===== config.mk =====
export PLATFORM = sky130hd
export DESIGN_NAME = gate_bist_ctrl
export DESIGN_NICKNAME = d
export VERILOG_FILES = /design/src/rtl/gate_bist_pkg.sv /design/src/rtl/gate_bist_misr.sv /design/src/rtl/gate_bist_ctrl.sv
export SDC_FILE = /design/constraint.sdc
export NUM_CORES = 1
export LEC_CHECK = 0
export BUFFER_PORTS_ARGS = -buffer_cell sky130_fd_sc_hd__buf_2
export CORE_ASPECT_RATIO = 0.9
export CORE_UTILIZATION = 52
export CTS_BUF_LIST = sky130_fd_sc_hd__clkbuf_8
export CTS_CLUSTER_DIAMETER = 80
export DETAILED_ROUTE_END_ITERATION = 7
export PLACE_DENSITY = 0.81
export SLEW_MARGIN = 10
export SYNTH_ARGS = -nofsm -noshare
export SYNTH_HDL_FRONTEND = slang
export SYNTH_SLANG_ARGS = --single-unit
export TNS_END_PERCENT = 10

===== constraint.sdc =====
create_clock -name clk -period 3.14 [get_ports clk]
set_clock_uncertainty 0.2 [all_clocks]
set_input_delay 0.314 -clock clk [delete_from_list [all_inputs] [get_ports clk]]
set_output_delay 0.314 -clock clk [all_outputs]
set_load 0.005 [all_outputs]

===== src/rtl/gate_bist_pkg.sv =====
// Shared types and constants for the gate-model BIST wrapper (LFSR pattern source + MISR compactor).
package gate_bist_pkg;

  typedef enum logic [1:0] {
    IDLE = 2'd0,
    RUN  = 2'd1,
    DONE = 2'd2
  } bist_state_e;

  localparam int          IN_W_DEF      = 16;
  localparam int          OUT_W_DEF     = 10;
  localparam logic [15:0] LFSR16_TAPS   = 16'hB400;
  localparam logic [9:0]  MISR_POLY_DEF = 10'h009;

  // Fibonacci step: shift left, feedback is the parity of bits 15,13,12,10.
  function automatic logic [15:0] lfsr16_next(input logic [15:0] cur);
    return {cur[14:0], ^(cur & LFSR16_TAPS)};
  endfunction

endpackage


===== src/rtl/gate_bist_misr.sv =====
// Multiple-input signature register: load has priority over enable, reset returns to the seed.
module gate_bist_misr
  import gate_bist_pkg::*;
#(
  parameter int           W    = OUT_W_DEF,
  parameter logic [W-1:0] POLY = W'(MISR_POLY_DEF)
) (
  input  logic         clk,
  input  logic         rst,
  input  logic         load,
  input  logic         en,
  input  logic [W-1:0] seed,
  input  logic [W-1:0] data_in,
  output logic [W-1:0] sig
);

  logic [W-1:0] sig_q, sig_d;

  always_comb begin
    sig_d = sig_q;
    if (load) begin
      sig_d = seed;
    end else if (en) begin
      sig_d = ({sig_q[W-2:0], 1'b0} ^ (sig_q[W-1] ? POLY : '0)) ^ data_in;
    end
  end

  always_ff @(posedge clk) begin
    if (rst) begin
      sig_q <= seed;
    end else begin
      sig_q <= sig_d;
    end
  end

  assign sig = sig_q;

endmodule


===== src/rtl/gate_bist_ctrl.sv =====
// BIST wrapper: LFSR drives the gate model, MISR compacts its response, signature compared at end of run.
// Optional build macro GATE_BIST_PAUSE_EN adds a pause input that freezes a run in progress.
module gate_bist_ctrl
  import gate_bist_pkg::*;
#(
  parameter int               IN_W      = IN_W_DEF,
  parameter int               OUT_W     = OUT_W_DEF,
  parameter int               PAT_CNT   = 256,
  parameter logic [IN_W-1:0]  LFSR_SEED = IN_W'(16'hACE1),
  parameter logic [OUT_W-1:0] MISR_SEED = '0,
  parameter logic [OUT_W-1:0] MISR_POLY = OUT_W'(MISR_POLY_DEF)
) (
  input  logic             clk,
  input  logic             rst,
  input  logic             start,
  input  logic [OUT_W-1:0] expected_sig,
  input  logic [OUT_W-1:0] resp_in,
`ifdef GATE_BIST_PAUSE_EN
  input  logic             pause,
`endif
  output logic [IN_W-1:0]  pat_out,
  output logic             busy,
  output logic             done,
  output logic [OUT_W-1:0] signature,
  output logic             pass,
  output logic [1:0]       dbg_state
);

  localparam int CNT_W = (PAT_CNT >= 1) ? $clog2(PAT_CNT + 1) : 1;
  localparam logic [CNT_W-1:0] LAST_CNT = CNT_W'(PAT_CNT - 1);

  if (PAT_CNT < 1) begin : g_bad_pat_cnt
    $error("gate_bist_ctrl: PAT_CNT must be >= 1");
  end
  if (LFSR_SEED == '0) begin : g_bad_lfsr_seed
    $error("gate_bist_ctrl: LFSR_SEED must be nonzero");
  end
  if (IN_W != 16) begin : g_bad_in_w
    $error("gate_bist_ctrl: LFSR taps are defined for a 16-bit pattern only");
  end

  bist_state_e      state_q, state_d;
  logic [IN_W-1:0]  pat_q, pat_d;
  logic [CNT_W-1:0] cnt_q, cnt_d;
  logic             pass_q, pass_d;
  logic             hold;
  logic             advance;
  logic             last_cap;
  logic             misr_load;
  logic             misr_en;
  logic [OUT_W-1:0] sig;

`ifdef GATE_BIST_PAUSE_EN
  assign hold = pause;
`else
  assign hold = 1'b0;
`endif

  // start is a level sampled only in IDLE; there is no back-pressure, a run cannot be refused or queued.
  assign advance  = (state_q == RUN) && !hold;
  assign last_cap = advance && (cnt_q == LAST_CNT);

  always_ff @(posedge clk) begin
    if (rst) begin
      state_q <= IDLE;
      pat_q   <= '0;
      cnt_q   <= '0;
      pass_q  <= 1'b0;
    end else begin
      state_q <= state_d;
      pat_q   <= pat_d;
      cnt_q   <= cnt_d;
      pass_q  <= pass_d;
    end
  end

  always_comb begin
    state_d = state_q;
    unique case (state_q)
      IDLE:    if (start) state_d = RUN;
      RUN:     if (last_cap) state_d = DONE;
      DONE:    state_d = IDLE;
      default: state_d = IDLE;
    endcase
  end

  always_comb begin
    pat_d     = pat_q;
    cnt_d     = cnt_q;
    pass_d    = pass_q;
    misr_load = 1'b0;
    misr_en   = 1'b0;
    unique case (state_q)
      IDLE: begin
        if (start) begin
          pat_d     = LFSR_SEED;
          cnt_d     = '0;
          pass_d    = 1'b0;
          misr_load = 1'b1;
        end
      end
      RUN: begin
        if (advance) begin
          misr_en = 1'b1;
          cnt_d   = cnt_q + 1'b1;
          // The final capture leaves the pattern on the bus so the gate model stays stable.
          if (!last_cap) pat_d = lfsr16_next(pat_q);
        end
      end
      DONE:    pass_d = (sig == expected_sig);
      default: ;
    endcase
  end

  always_comb begin
    busy      = (state_q == RUN);
    done      = (state_q == DONE);
    dbg_state = state_q;
  end

  gate_bist_misr #(
    .W    (OUT_W),
    .POLY (MISR_POLY)
  ) u_misr (
    .clk     (clk),
    .rst     (rst),
    .load    (misr_load),
    .en      (misr_en),
    .seed    (MISR_SEED),
    .data_in (resp_in),
    .sig     (sig)
  );

  assign pat_out   = pat_q;
  assign signature = sig;
  assign pass      = pass_q;

endmodule


==> summary.md <==
| Metric | Value |
|---|---|
| First-pass GRT wire length | between 6000 and 7000 um |
| Root Buffer | clkbuf_8 |
| N_diodes | 0 |
| Min-delay worst type | in -> reg |
| GR Util All Layers | 0.231 |
| Filler-free cell count of the finished design | 288 |
| Slew Viols, Final | 0 |
| Clock slew at reported path FFs | 0.07 ns |
| Vias | around 1500 |
| Combinational Power Share | 0.151 |
| Netlist cell types | 41 |
| CP max FO | 9 |
| PortBufs | 53 |
| Switching power | ~270 uW |
| Placed Cells incl. Taps | between 200 and 300 |
| Register area share after synthesis | 0.437 |
| Final setup TNS | 0 ns |
| Pre-Repair DR Iteration Count | 4 |
| DRT Wirelength | 3780 um |
| Critical path required time | a little over 3 ns |
| Met1 Usage GRT | 0.288 |
| Worst-margin pin slew | 0.548 ns |
| Part of the cycle the worst path needs | 0.793 |
| Via/cell ratio | roughly 5.2 |
| Slew HR | 0.635 |
| Startpoint Class | register |
| Busiest metal layer after global routing | met2 |
| Initial antenna violation count | 0 |
| Worst Path Arrival | 2.45 ns |
| Pwr dens | 492 mW/mm^2 |
| Leakage power | 0.914 nW |
| Setup CP Type | reg -> reg |
| Layout net count | 270 |
| Core Region | 0.00311 sq mm |
| Worst Setup End Kind | register |
| Peak VDD IR | just under 0.3 mV |
| Filler Cell Count | 285 |
| Overflow after GRT | 0 |
| Initial Utilization | 0.558 |
| Post-synth EDFFs | 0 |
| Drt wl/cell | around 13 um |
| M3 GR Usage | 0.0589 |
| Dpl hpwl | 2750 um |
| Hold-fix buffers, CTS | 0 |
| Sw Share | 0.267 |
| Most frequent cells in the layout | 53 x buf_2, 48 x nor2_1, 38 x dfxtp_1 |
| Unrepaired setup endpoints after global routing | no |
| Post-Syn Area per Cell | approximately 8.9 sq um |
| Max Clk Rate | 401 MHz |
| CTS buffer count | 5 |
| Die width | 63.0 um |
| Int Pwr | 753 uW |
| Hold Fails Final Rpt | 0 |
| CTS tree | built |
| Met2 Use GR | 0.389 |
| Seq pwr share | 0.521 |
| Die Y | 56.9 um |
| Initial DRC count | 76 |
| #FFs+latches synth | 38 |
| Ys Warns | 0 |
| Die Footprint | 0.00358 sq mm |
| Max Buffers Root-to-Sink | 2 |
| Post-layout util | 0.671 |
| H-tree depth | 2 |
| Synth Cell Area | 0.00174 sq mm |
| Detail Route Antenna Nets | 0 |
| Resize count post-CTS | 0 |
| I/O Pins | 54 |
| Post-CTS Setup Repair Bufs | 0 |
| TritonCTS Sinks | 38 |
| Share of post-route cells with drive strength above 1 | 0.285 |
| Main flop type after synthesis | dfxtp_1 |
| Area Growth Syn to Fin | 20.1% |
| Crit path time final | 2.49 ns |
| Synthesized instance count | 195 |
| Gpl congestion | between 0.7 and 0.8 |
| Syn Nets | 220 |
| Max cap viols | 0 |
| Outcome | finished clean |
| Pin count of the biggest net entering global routing | 32 |
| Clock group share of total power | 0.328 |
| PnR Total Power | 1.03 mW |
| Worst-skew pair later-pin latency | 0.29 ns |
| Post-synthesis async set-or-reset flop share | 0 |
| Rows | 19 |
| Post-route DRC | 0 |
| Vias in the first global route | 1453 |
| Commonest non-fill, non-tap cell in the layout | buf_2 |
| Setup Viol. Count Final | 0 |
[metal layers]
metal / share of wire / vias up / wire [um]
li1: - / 764 / -
met1: 0.49 / 707 / 1850
met2: 0.47 / 24 / 1780
met3: 0.033 / 3 / 125
met4: 0.0050 / 0 / 19
met5: 0 / - / 0
[stage by stage]
stage / hold slack (ns) / worst slack, ns / area (sq um)
5_1_grt: 0.125 / 0.478 / 2090
2_1_floorplan: 0.254 / 0.805 / 1740
4_1_cts: 0.116 / 0.660 / 2090
6_report: 0.116 / 0.649 / 2090
3_3_place_gp: 0.270 / 0.745 / 2000
3_5_place_dp: 0.299 / 0.683 / 2000
[power by group through the flow]
| stage | Sequential, mW | Combinational (mW) | Clock, mW |
|---|---|---|---|
| 3_5_place_dp | 0.546 | 0.155 | 0 |
| 4_1_cts | 0.535 | 0.155 | 0.344 |
| 6_report | 0.535 | 0.156 | 0.337 |
| 5_1_grt | 0.539 | 0.174 | 0.361 |
| 3_3_place_gp | 0.545 | 0.150 | 0 |
| 2_1_floorplan | 0.541 | 0.105 | 0 |
[cell usage after synthesis, drive strengths merged (3+ instances only)]
cell type / n / area share
nor2: 49 / 0.11
a21oi: 4 / 0.014
nand2b: 4 / 0.020
dfxtp: 38 / 0.44
a22oi: 11 / 0.047
clkbuf: 5 / 0.011
nand2: 5 / 0.011
xnor2: 22 / 0.11
nor3: 8 / 0.023
a211oi: 10 / 0.043
nand4: 3 / 0.019
buf: 5 / 0.023
and3: 4 / 0.014
[flip-flops by register name, indices dropped and copies added (netlist names)]
register    count
cnt_q           9
dbg_state       2
pass            1
pat_out        16
u_misr.sig     10
[layout make-up]
class,count,area (sq um),share of cell area
Clock buffer,6,82.6,0.0395
Clock inverter,2,8.76,0.00419
Inverter,3,16.3,0.00778
Multi-Input combinational cell,144,903,0.432
Sequential cell,38,761,0.364
Tap cell,42,52.6,0.0251
Timing Repair Buffer,53,265,0.127
[kinds of logic (layout without fill, tap and decap cells)]
group | Yosys count | after routing | share of synthesized area
flip-flops | 38 | 38 | 0.437
XOR/XNOR | 24 | 24 | 0.121
buffers and inverters | 13 | 64 | 0.0432
multiplexers | 3 | 3 | 0.0187
AND/OR/NAND/NOR | 82 | 82 | 0.228
AO/OA/AOI/OAI | 33 | 33 | 0.137
adder cells (fa/ha/maj) | 2 | 2 | 0.0144
[final timing paths]
path / start / endpoint / slack, ns / depth (start not counted)
min reg2reg: pat_out[11]$_SDFFE_PP0P_ / pat_out[11]$_SDFFE_PP0P_ / 0.32 / 2
min: resp_in[8] / u_misr.sig[8]$_SDFFE_PP0P_ / 0.12 / 3
max reg2reg: cnt_q[0]$_SDFFE_PP0P_ / pat_out[4]$_SDFFE_PP0P_ / 0.65 / 9
max: cnt_q[0]$_SDFFE_PP0P_ / pat_out[4]$_SDFFE_PP0P_ / 0.65 / 9
[worst max-delay path: stages, from the launching register on]
cell and delay, ns:
dfxtp_1 0.34, ha_1 0.21, and3_1 0.20, and3_1 0.20, and3_1 0.19, ha_1 0.22, nand2b_1 0.18, a21o_1 0.31
a22oi_1 0.25, nor2_1 0.05
No activity file was read; power rests on OpenSTA's default activity.
